$ cat src/rtl/pipe_addsub_pkg.sv
// Shared constants and helpers for the pipelined adder/subtractor.
// Saturation limits are returned sign-extended to MaxN bits; callers slice the low N bits.
package pipe_addsub_pkg;

  localparam int unsigned DefaultN      = 32;
  localparam int unsigned DefaultStages = 4;
  localparam int unsigned MaxN          = 64;

  function automatic int unsigned chunk_width(input int unsigned n, input int unsigned stages);
    return n / stages;
  endfunction

  // Largest positive value, 2^(n-1)-1.
  function automatic logic [MaxN-1:0] sat_pos(input int unsigned n);
    logic [MaxN-1:0] r;
    r = '0;
    for (int unsigned i = 0; i < MaxN; i++) begin
      if (i < n - 1) r[i] = 1'b1;
    end
    return r;
  endfunction

  // Most negative value, -2^(n-1).
  function automatic logic [MaxN-1:0] sat_neg(input int unsigned n);
    logic [MaxN-1:0] r;
    r = '0;
    for (int unsigned i = 0; i < MaxN; i++) begin
      if (i >= n - 1) r[i] = 1'b1;
    end
    return r;
  endfunction

endpackage

$ cat src/rtl/pipe_addsub_chunk.sv
// One W-bit ripple-carry slice of the pipelined adder; also exposes the carry
// into its MSB so the top slice can derive signed overflow.
module addsub_chunk #(
  parameter int unsigned W = 8
) (
  input  logic [W-1:0] a,
  input  logic [W-1:0] b,
  input  logic         cin,
  output logic [W-1:0] sum,
  output logic         cout,
  output logic         msb_cin
);

  logic [W:0] c;

  always_comb begin
    c    = '0;
    sum  = '0;
    c[0] = cin;
    for (int unsigned i = 0; i < W; i++) begin
      sum[i]   = a[i] ^ b[i] ^ c[i];
      c[i+1]   = (a[i] & b[i]) | (c[i] & (a[i] ^ b[i]));
    end
  end

  assign cout    = c[W];
  assign msb_cin = c[W-1];

endmodule

$ cat src/rtl/pipe_addsub.sv
// Pipelined signed add/subtract, one N/STAGES-bit chunk resolved per stage, valid/ready flow control.
// Optional feature: define SATURATE_EN to clamp Z to the signed range on overflow.
module pipe_addsub
  import pipe_addsub_pkg::*;
#(
  parameter int unsigned N      = DefaultN,
  parameter int unsigned STAGES = DefaultStages
) (
  input  logic         clk,
  input  logic         rst,
  input  logic         in_valid,
  output logic         in_ready,
  input  logic [N-1:0] X,
  input  logic [N-1:0] Y,
  input  logic         sub,
  output logic         out_valid,
  input  logic         out_ready,
  output logic [N-1:0] Z,
  output logic         overflow,
  output logic         carry
);

  localparam int unsigned W = chunk_width(N, STAGES);

  logic                       advance;
  logic [N-1:0]               y_eff;

  // Stage inputs (*_in) and stage registers (*_q); index k is stage k.
  logic [STAGES-1:0]          v_in, v_q;
  logic [STAGES-1:0][N-1:0]   x_in, x_q;
  logic [STAGES-1:0][N-1:0]   y_in, y_q;
  logic [STAGES-1:0][N-1:0]   z_in, z_q, nxt_z;
  logic [STAGES-1:0]          c_in, c_q;
  logic [STAGES-1:0][W-1:0]   sum;
  logic [STAGES-1:0]          cout;
  logic [STAGES-1:0]          msb_cin;
  logic                       nxt_ovf, ovf_q;

  // The whole pipe freezes only when a finished result is being refused.
  assign advance  = !(out_valid && !out_ready);
  assign in_ready = advance;
  assign y_eff    = sub ? ~Y : Y;

  for (genvar k = 0; k < STAGES; k++) begin : g_stage
    logic [N-1:0] z_mix;

    if (k == 0) begin : g_head
      assign v_in[k] = in_valid;
      assign x_in[k] = X;
      assign y_in[k] = y_eff;
      assign z_in[k] = '0;
      assign c_in[k] = sub;
    end else begin : g_body
      assign v_in[k] = v_q[k-1];
      assign x_in[k] = x_q[k-1];
      assign y_in[k] = y_q[k-1];
      assign z_in[k] = z_q[k-1];
      assign c_in[k] = c_q[k-1];
    end

    addsub_chunk #(
      .W(W)
    ) u_chunk (
      .a      (x_in[k][k*W +: W]),
      .b      (y_in[k][k*W +: W]),
      .cin    (c_in[k]),
      .sum    (sum[k]),
      .cout   (cout[k]),
      .msb_cin(msb_cin[k])
    );

    always_comb begin
      z_mix              = z_in[k];
      z_mix[k*W +: W]    = sum[k];
    end

    if (k == STAGES - 1) begin : g_tail
      logic ovf;
      assign ovf     = msb_cin[k] ^ cout[k];
      assign nxt_ovf = ovf;
`ifdef SATURATE_EN
      localparam logic [MaxN-1:0] SatPos = sat_pos(N);
      localparam logic [MaxN-1:0] SatNeg = sat_neg(N);
      // On overflow both operands share X's sign, which picks the clamp direction.
      assign nxt_z[k] = !ovf ? z_mix : (x_in[k][N-1] ? SatNeg[N-1:0] : SatPos[N-1:0]);
`else
      assign nxt_z[k] = z_mix;
`endif
    end else begin : g_mid
      assign nxt_z[k] = z_mix;
    end
  end

  always_ff @(posedge clk) begin
    if (rst) begin
      v_q   <= '0;
      x_q   <= '0;
      y_q   <= '0;
      z_q   <= '0;
      c_q   <= '0;
      ovf_q <= 1'b0;
    end else if (advance) begin
      v_q   <= v_in;
      x_q   <= x_in;
      y_q   <= y_in;
      z_q   <= nxt_z;
      c_q   <= cout;
      ovf_q <= nxt_ovf;
    end
  end

  assign out_valid = v_q[STAGES-1];
  assign Z         = z_q[STAGES-1];
  assign carry     = c_q[STAGES-1];
  assign overflow  = ovf_q;

  // Operand copies in the last stage and intermediate MSB carries have no consumer.
  logic unused_bits;
  assign unused_bits = ^{x_q[STAGES-1], y_q[STAGES-1], msb_cin};

endmodule

$ cat config.mk
export PLATFORM = sky130hd
export DESIGN_NAME = pipe_addsub
export DESIGN_NICKNAME = d
export VERILOG_FILES = /design/src/rtl/pipe_addsub_pkg.sv /design/src/rtl/pipe_addsub_chunk.sv /design/src/rtl/pipe_addsub.sv
export SDC_FILE = /design/constraint.sdc
export NUM_CORES = 1
export LEC_CHECK = 0
export BUFFER_PORTS_ARGS = -buffer_cell sky130_fd_sc_hd__buf_4
export CAP_MARGIN = 20
export CORE_MARGIN = 1
export CORE_UTILIZATION = 52
export DETAILED_ROUTE_END_ITERATION = 6
export PLACE_DENSITY = 0.76
export SLEW_MARGIN = 5
export SYNTH_ARGS = -nofsm -noshare
export SYNTH_HDL_FRONTEND = slang
export SYNTH_SLANG_ARGS = --single-unit
export TNS_END_PERCENT = 30
$ cat constraint.sdc
create_clock -name clk -period 3.9 [get_ports clk]
set_input_delay 0.195 -clock clk [delete_from_list [all_inputs] [get_ports clk]]
set_output_delay 0.195 -clock clk [all_outputs]
set_load 0.02 [all_outputs]
### After elaboration in Yosys (flattened, before gate mapping)

Cells that the tools add are included.

* flip-flop bits (word level): 281

* bitwise gates (word level): 162
* mux-type cells: 1
* reductions and logical operators: 3

Operator list (count)
* XOR 1 bit: 65
* AND 1 bit: 64
* 2-to-1 mux 32 bit: 1
* NOT 32 bit: 1
* OR 1 bit: 32
* logical NOT 1 bit: 2
* logical AND 1 bit: 1

### Longest topological paths before layout

Gate-level depths: netlist of run 1.

* word-level depth: 19
* gate-level depth with buffers: 14
* mapped depth without buffers: 14

### Cells and area by module

A second synthesis of run 1 with hierarchy kept.

* cells, all modules: 887
* area, all modules: 7637.3 µm²

By module, submodules not included
* pipe_addsub: area an instance 6846.6 µm², times used 1, cells each 815
* addsub_chunk: area an instance 197.7 µm², times used 4, cells each 18

### Worst setup path before layout of run 1

Ideal clock, no wire load.

* path kind: reg-to-reg
* start: reg c_q[1]
* end: reg z_q, in the netlist g_stage[3].z_mix[23]
* setup slack: -0.026 ns
* data arrival time: 3.845 ns
* required time: 3.819 ns
* buffers on the path: 0
* stages on the path, launching flop included: 13
* clock period less this slack: 3.926 ns
* cells stage by stage: dfxtp_1 -> fa_1 -> inv_1 -> fa_1 -> inv_1 -> fa_1 -> fa_1 -> fa_1 -> fa_1 -> fa_1 -> inv_1 -> fa_1 -> a211oi_2

* word-level cells in the longest chain between the ends: 15

Ends and longest elaborated chain
* from (decl): line pipe_addsub.sv:33 `logic [STAGES-1:0] c_in, c_q;`
* from (signal assigned): line pipe_addsub.sv:107 `c_q <= cout;`
* AND 1 bit: line pipe_addsub_chunk.sv:22 `c[i+1] = (a[i] & b[i]) | (c[i] & (a[i] ^ b[i]));`
* OR 1 bit: line pipe_addsub_chunk.sv:22
* AND 1 bit: line pipe_addsub_chunk.sv:22
* OR 1 bit: line pipe_addsub_chunk.sv:22
* AND 1 bit: line pipe_addsub_chunk.sv:22
* OR 1 bit: line pipe_addsub_chunk.sv:22
* AND 1 bit: line pipe_addsub_chunk.sv:22
* OR 1 bit: line pipe_addsub_chunk.sv:22
* AND 1 bit: line pipe_addsub_chunk.sv:22
* OR 1 bit: line pipe_addsub_chunk.sv:22
* AND 1 bit: line pipe_addsub_chunk.sv:22
* OR 1 bit: line pipe_addsub_chunk.sv:22
* AND 1 bit: line pipe_addsub_chunk.sv:22
* OR 1 bit: line pipe_addsub_chunk.sv:22
* XOR 1 bit: line pipe_addsub_chunk.sv:21 `sum[i] = a[i] ^ b[i] ^ c[i];`
* to (signal assigned): line pipe_addsub.sv:106 `z_q <= nxt_z;`
* to (decl): line pipe_addsub.sv:32 `logic [STAGES-1:0][N-1:0] z_in, z_q, nxt_z;`

No other way between the ends.
A chain may end at the register's enable or synchronous reset.

### Final worst setup path of run 1

Ends and elaborated chain as after synthesis.

==> flow_summary.yaml, run 1 <==
synthesis:
  postSynth.asyncResetShare: 0
  synth.top_cells.by_area: "sky130_fd_sc_hd__dfxtp_1 (49%), sky130_fd_sc_hd__nand2_1 (14%), sky130_fd_sc_hd__a21oi_1 (9.6%)"
  synthesis.yosys.warnings: 0
  synth_top_cell_area_share: 0.4874
  dominantRegCellSynth: "sky130_fd_sc_hd__dfxtp_1"
  synth.largest_area_cell: "sky130_fd_sc_hd__dfxtp_1"
  ys_seq_elements: 185
  syn-cell-area_um2: 7599
  netlist_instances: 861
  postSynthAreaPerCell_um2: 8.825
  yosysSeqAreaShare: 0.4874
  syn_nets: 961
  post_synth_num_cell_types: 19
  synth-edff-count: 0
setup_path:
  worstPathArrival_ps: 4130
  cp_slowest_cell: "sky130_fd_sc_hd__fa_1"
  reg_to_reg_setup_timing_slack_ps: 110
  crit_path_max_fanout: 2
  required_time_of_the_critical_path_ps: 4240
  critical_path.cell_chain: "fa_1 -> inv_1 -> fa_1 -> inv_1 -> fa_2 -> fa_2 -> fa_2 -> fa_2 -> fa_2 -> inv_2 -> fa_1 -> a211oi_2"
  crit_path_start_kind: "flop"
  path_type_of_the_worst_setup_path: "reg2reg"
  regToRegStartpoint: "c_q[1]"
  endpoint_kind: "flop"
  critical_path.top_delay_family: "adder cells"
  timing.critical_path.buf_inv: 3
  critPathMaxStageDelay_ps: 410
  r2r.worst_path.cells: 12
  crit_top_cell: "sky130_fd_sc_hd__fa_2"
  terminus_of_the_critical_flop_to_flop_path: "g_stage[3].z_mix[23]"
run:
  drv.max_cap_violation_count: 0
timing:
  timing.final.crit_period_ps: 3788
  hold-worst-slack_ps: 15.01
  rsz0062_at_grt: "yes"
  clock_skew_ps: 9.566
  period_share: 0.9714
  slew_headroom: 0.3876
  final-setup-viol-count: 0
  total_negative_slack_ps: 0
  maxSlewViolCount: 0
  hold_viol_final: 0
  timing.fmax_mhz: 264.0
  tightestPinTransition_ps: 918.6
route:
  wl_met1_um: 7566
  drt_first_iter_violations: 417
  drt_pass1_iterations: 4
  drt-total-wl_um: 14760
  top_layer_used: "met4"
  route.detailed.vias_per_inst: 4.953
  route.detailed.wl_per_inst_um: 13.18
  route.antenna.remaining_nets: 0
  route.vias.total: 5547
  routed_met2_length_um: 6503
  remaining_drc_errors: 0
  routed_length_on_met3_um: 600
power_and_ir_drop:
  power_leakage_nw: 3.615
  design_power_total_mw: 4.509
  pwr_density_cell_nw_per_um2: 500.1
  vdd_drop_max_uv: 334.3
placed_design:
  gp_routability_congestion: 0.7707
  port_buffers: 104
  dp_hpwl_um: 9316
floorplanning:
  placementRows: 43
  start_util: 0.5411
  floorplan.die.height_um: 122.9
  core_area_um2: 14040
  horizontal_die_dimension_um: 122.9
  io_pins: 105
  floorplan.die_area_um2: 15100
cts:
  clkSlewWorstSetupHoldPaths_ps: 60
  postCtsSetupRepairBufs: 0
  cts-htree-levels: 4
  clock_insertion_delay_worst_skew_ps: 430
  cts_tree: "yes"
  clock_sink_count: 185
  clk_root_buffer_cell: "sky130_fd_sc_hd__clkbuf_16"
  ctsLongestPathBuffers: 2
  cts_buffers: 17
final_layout:
  synthesis_to_layout_area_growth_pct: 18.67
  multi_input_area_um2: 3406
  layout.cells.most_common: "sky130_fd_sc_hd__nand2_1"
  fillers: 1192
  antenna-diode-count: 0
  final_layout_size_suffix_gt1_frac: 0.2064
  register_area_um2: 3704
  layout_common_cells: "sky130_fd_sc_hd__nand2_1 (290), sky130_fd_sc_hd__dfxtp_1 (185), sky130_fd_sc_hd__a21oi_1 (145)"
  fin_nets: 1027
global_route:
  gr-total-overflow: 0
  pin_count_of_the_biggest_net_entering_global_routing: 112
  grt_pass1_vias: 4962
  grt_use_total: 0.2071
  first_pass_grt_wire_length_um: 24120
  antenna_found_initial: 0
hold_path:
  hold-path-endpoint: "x_in[56]"
  holdCritPathClass: "in2reg"
  timing.hold.worst_path_depth: 3
  hold_path_startpoint: "X[24]"
run_status:
  result_of_the_run: "completed"
==> final cells by class <==
| cell class | count | share of cell area |
|---|---|---|
| flip-flops and latches | 185 | 0.4107 |
| multi-input cells | 581 | 0.3777 |
| repair buffers | 113 | 0.09643 |
| clock buffers | 18 | 0.04759 |
| clock inverters | 14 | 0.02997 |
| well taps | 180 | 0.02498 |
| inverters | 29 | 0.01263 |
==> metal layers <==
layer	vias up	global-route usage
met5	-	0
met1	2546	0.3145
met3	7	0.04507
met4	0	0.07546
li1	2879	-
met2	115	0.2848
==> power breakdown <==
part           switching, mW  total [mW]  internal, mW
registers             0.0738        2.09          2.02
clock network          0.727        2.00          1.27
logic                  0.220       0.420         0.200
total                   1.02        4.51          3.49
==> Yosys cell counts, types with 4 or more instances <==
library cell	n
sky130_fd_sc_hd__buf_6	7
sky130_fd_sc_hd__xnor2_1	29
sky130_fd_sc_hd__buf_4	18
sky130_fd_sc_hd__buf_2	22
sky130_fd_sc_hd__fa_1	31
sky130_fd_sc_hd__nor2_1	41
sky130_fd_sc_hd__a211oi_2	37
sky130_fd_sc_hd__xor2_1	4
sky130_fd_sc_hd__inv_1	28
sky130_fd_sc_hd__nand2_1	290
sky130_fd_sc_hd__clkbuf_1	15
sky130_fd_sc_hd__a21oi_1	145
sky130_fd_sc_hd__dfxtp_1	185
==> sequential cells by signal, summed over array words and instances (netlist names) <==
register       cells
g_stage.z_mix     48
x_in              48
y_in              48
Z                 32
c_q                4
v_q                4
overflow           1
==> worst min-delay path, stage by stage <==
cell and delay [ps]:
sky130_fd_sc_hd__buf_4 110, sky130_fd_sc_hd__nand2_1 40, sky130_fd_sc_hd__a21oi_1 50
==> how the worst max path moves through the flow <==
stage | from | end | depth (start not counted)
finish | c_q[1] | g_stage[3].z_mix[23] | 12
global route | c_q[0] | g_stage[2].z_mix[15] | 12
CTS | c_q[1] | g_stage[3].z_mix[23] | 12
detailed placement | c_q[0] | g_stage[2].z_mix[15] | 12
global placement | c_q[0] | g_stage[2].z_mix[15] | 12
floorplan | c_q[0] | g_stage[2].z_mix[15] | 12
==> logic make-up (layout without fill, tap and decap cells) <==
logic type,after synthesis,after routing,synth area share
AOI/OAI and AO/OA,184,184,0.1584
muxes,1,1,0.001482
and+or+nand+nor,332,332,0.1653
buffers and inverters,95,174,0.06768
adders and majority gates,31,31,0.08167
DFF,185,185,0.4874
xor gates and xnor gates,33,33,0.03804
==> stage by stage <==
| step | cells | utilization | cell area, um2 | worst slack [ps] |
|---|---|---|---|---|
| floorplan | 861 | - | 7601 | -26.04 |
| detailed placement | 1086 | 0.5893 | 8275 | -134.5 |
| global route | 1120 | 0.6422 | 9017 | -23.54 |
| global placement | 1086 | 0.5893 | 8275 | -86.85 |
| CTS | 1120 | 0.6416 | 9010 | 8.496 |
| finish | 1120 | 0.6422 | 9017 | 111.6 |
==> repair_timing <==
item,in CTS,in global routing
pin swaps,1,0
hold buffers,2,0
cloned,0,0
endpoints found under the hold margin,2,0
setup endpoints to repair,2,4
gates resized for setup,7,4
Note: power is estimated with default switching activity, not from simulation.
==> run 2: changes to the inputs <==
--- a/config.mk
+++ b/config.mk
@@ -11,7 +11,6 @@
 export CORE_UTILIZATION = 52
 export DETAILED_ROUTE_END_ITERATION = 6
 export PLACE_DENSITY = 0.76
-export SLEW_MARGIN = 5
 export SYNTH_ARGS = -nofsm -noshare
 export SYNTH_HDL_FRONTEND = slang
 export SYNTH_SLANG_ARGS = --single-unit
==> constraint.sdc (replaced) <==
create_clock -name clk -period 3.9 [get_ports clk]
set_input_delay 0.585 -clock clk [delete_from_list [all_inputs] [get_ports clk]]
set_output_delay 0.585 -clock clk [all_outputs]
set_load 0.02 [all_outputs]
==> flow_summary.yaml, run 2 (same netlist as run 1, synthesis figures left out) <==
run_status:
  result_of_the_run: "completed"
route:
  remaining_drc_errors: 0
  route.vias.total: 5592
  drt-total-wl_um: 14540
  drt_pass1_iterations: 5
  route.detailed.wl_per_inst_um: 12.98
  drt_first_iter_violations: 400
  route.detailed.vias_per_inst: 4.993
  route.antenna.remaining_nets: 0
final_layout:
  layout_common_cells: "sky130_fd_sc_hd__nand2_1 (290), sky130_fd_sc_hd__dfxtp_1 (185), sky130_fd_sc_hd__a21oi_1 (145)"
  fin_util: 0.6333
  finalNonFillerCells: 1120
  layout.cells.most_common: "sky130_fd_sc_hd__nand2_1"
  antenna-diode-count: 0
  final_layout_size_suffix_gt1_frac: 0.2085
  design_area_um2: 8892
  synthesis_to_layout_area_growth_pct: 17.03
  fin_nets: 1027
timing:
  period_share: 0.9665
  timing.fmax_mhz: 265.3
  hold_viol_final: 0
  rsz0062_at_grt: "no"
  slew_headroom: 0.3238
  hold-worst-slack_ps: 404.8
  final-setup-viol-count: 0
  final_critical_path_setup_slack_ps: 130.5
  tightestPinTransition_ps: 1014
  clock_skew_ps: 8.529
  maxSlewViolCount: 0
  timing.final.crit_period_ps: 3769
setup_path:
  crit_path_start_kind: "flop"
  r2r.worst_path.cells: 12
  reg_to_reg_setup_timing_slack_ps: 130
  worstPathArrival_ps: 4110
  endpoint_kind: "flop"
  required_time_of_the_critical_path_ps: 4240
  crit_path_max_fanout: 2
  path_type_of_the_worst_setup_path: "reg2reg"
placed_design:
  pre_cts_slack_ps: -132.7
  dp_hpwl_um: 9206
  placedCellCount: 1088
  place_area_um2: 8278
  gp_routability_congestion: 0.7854
  port_buffers: 104
cts:
  cts_buffers: 17
  clock_sink_count: 185
  post_cts_hold_buffer_count: 0
  cts_tree: "yes"
  clkSlewWorstSetupHoldPaths_ps: 70
  cts-htree-levels: 4
  postCtsSetupRepairBufs: 0
  clk_root_buffer_cell: "sky130_fd_sc_hd__clkbuf_16"
  ctsLongestPathBuffers: 2
  clock_insertion_delay_worst_skew_ps: 430
floorplanning:
  start_util: 0.5411
  core_area_um2: 14040
  floorplan.die_area_um2: 15100
  floorplan.die.height_um: 122.9
  placementRows: 43
  horizontal_die_dimension_um: 122.9
  io_pins: 105
power_and_ir_drop:
  combPwrFrac: 0.099
  swShare: 0.2416
  pwr_density_cell_nw_per_um2: 472.7
  power_leakage_nw: 3.552
  vdd_drop_max_uv: 354.6
  power.share.clock: 0.404
  internal-power_mw: 3.188
  p_switching_mw: 1.015
  power.share.sequential: 0.497
hold_path:
  timing.hold.worst_path_depth: 3
  holdCritPathClass: "in2reg"
global_route:
  first_pass_grt_wire_length_um: 23780
  grt_pass1_vias: 4910
  antenna_found_initial: 0
  pin_count_of_the_biggest_net_entering_global_routing: 126
  grt_use_total: 0.2035
  gr-total-overflow: 0
run:
  drv.max_cap_violation_count: 0
## run 2: path summary, 6_finish.rpt
path                            start              endpoint
setup / recovery               c_q[1]  g_stage[3].z_mix[23]
hold / removal                  X[25]              x_in[57]
setup reg to reg               c_q[1]  g_stage[3].z_mix[23]
hold reg to reg   g_stage[3].z_mix[4]   g_stage[3].z_mix[4]
## run 2: per-stage QoR
step | setup TNS (ps) | total power [mW]
after floorplan | -26.14 | 2.395
after global placement | -138.5 | 2.533
after detailed placement | -248.7 | 2.541
after CTS | 0 | 4.233
after global routing | 0 | 4.377
final | 0 | 4.203
## run 2: per-layer routing
metal | wire, um | track usage | vias up
met5 | 0 | 0 | -
met4 | 202 | 0.07622 | 0
met3 | 672 | 0.04414 | 17
met2 | 6234 | 0.2791 | 119
met1 | 7429 | 0.3086 | 2565
li1 | - | - | 2891
## run 2: repair_timing
| action | 4_1_cts | 5_1_grt |
|---|---|---|
| pin swaps | 1 | 3 |
| setup endpoints to repair | 2 | 4 |
| resized for setup | 7 | 6 |
## run 2: power groups by stage
stage               Clock [mW]  Combinational [mW]  Sequential [mW]
floorplan                    0               0.269             2.13
global placement             0               0.408             2.13
detailed placement           0               0.412             2.13
CTS                       1.73               0.419             2.09
global route              1.81               0.468             2.10
finish                    1.70               0.415             2.09
## run 2: final cells by class
type / count / area (um2)
clock buffer: 21 / 450.4
clock inverter: 11 / 136.4
fill: 1191 / 5150
inverter: 29 / 113.9
multi-input combinational: 581 / 3411
sequential: 185 / 3704
tap: 180 / 225.2
timing repair buffer: 113 / 852.1
## run 2: critical path, stage by stage (launching register included)
cell,delay (ps)
sky130_fd_sc_hd__dfxtp_1,330
sky130_fd_sc_hd__fa_1,410
sky130_fd_sc_hd__inv_1,90
sky130_fd_sc_hd__fa_1,180
sky130_fd_sc_hd__inv_1,60
sky130_fd_sc_hd__fa_2,390
sky130_fd_sc_hd__fa_2,360
sky130_fd_sc_hd__fa_2,400
sky130_fd_sc_hd__fa_2,400
sky130_fd_sc_hd__fa_1,420
sky130_fd_sc_hd__inv_1,90
sky130_fd_sc_hd__fa_1,400
sky130_fd_sc_hd__a211oi_2,180
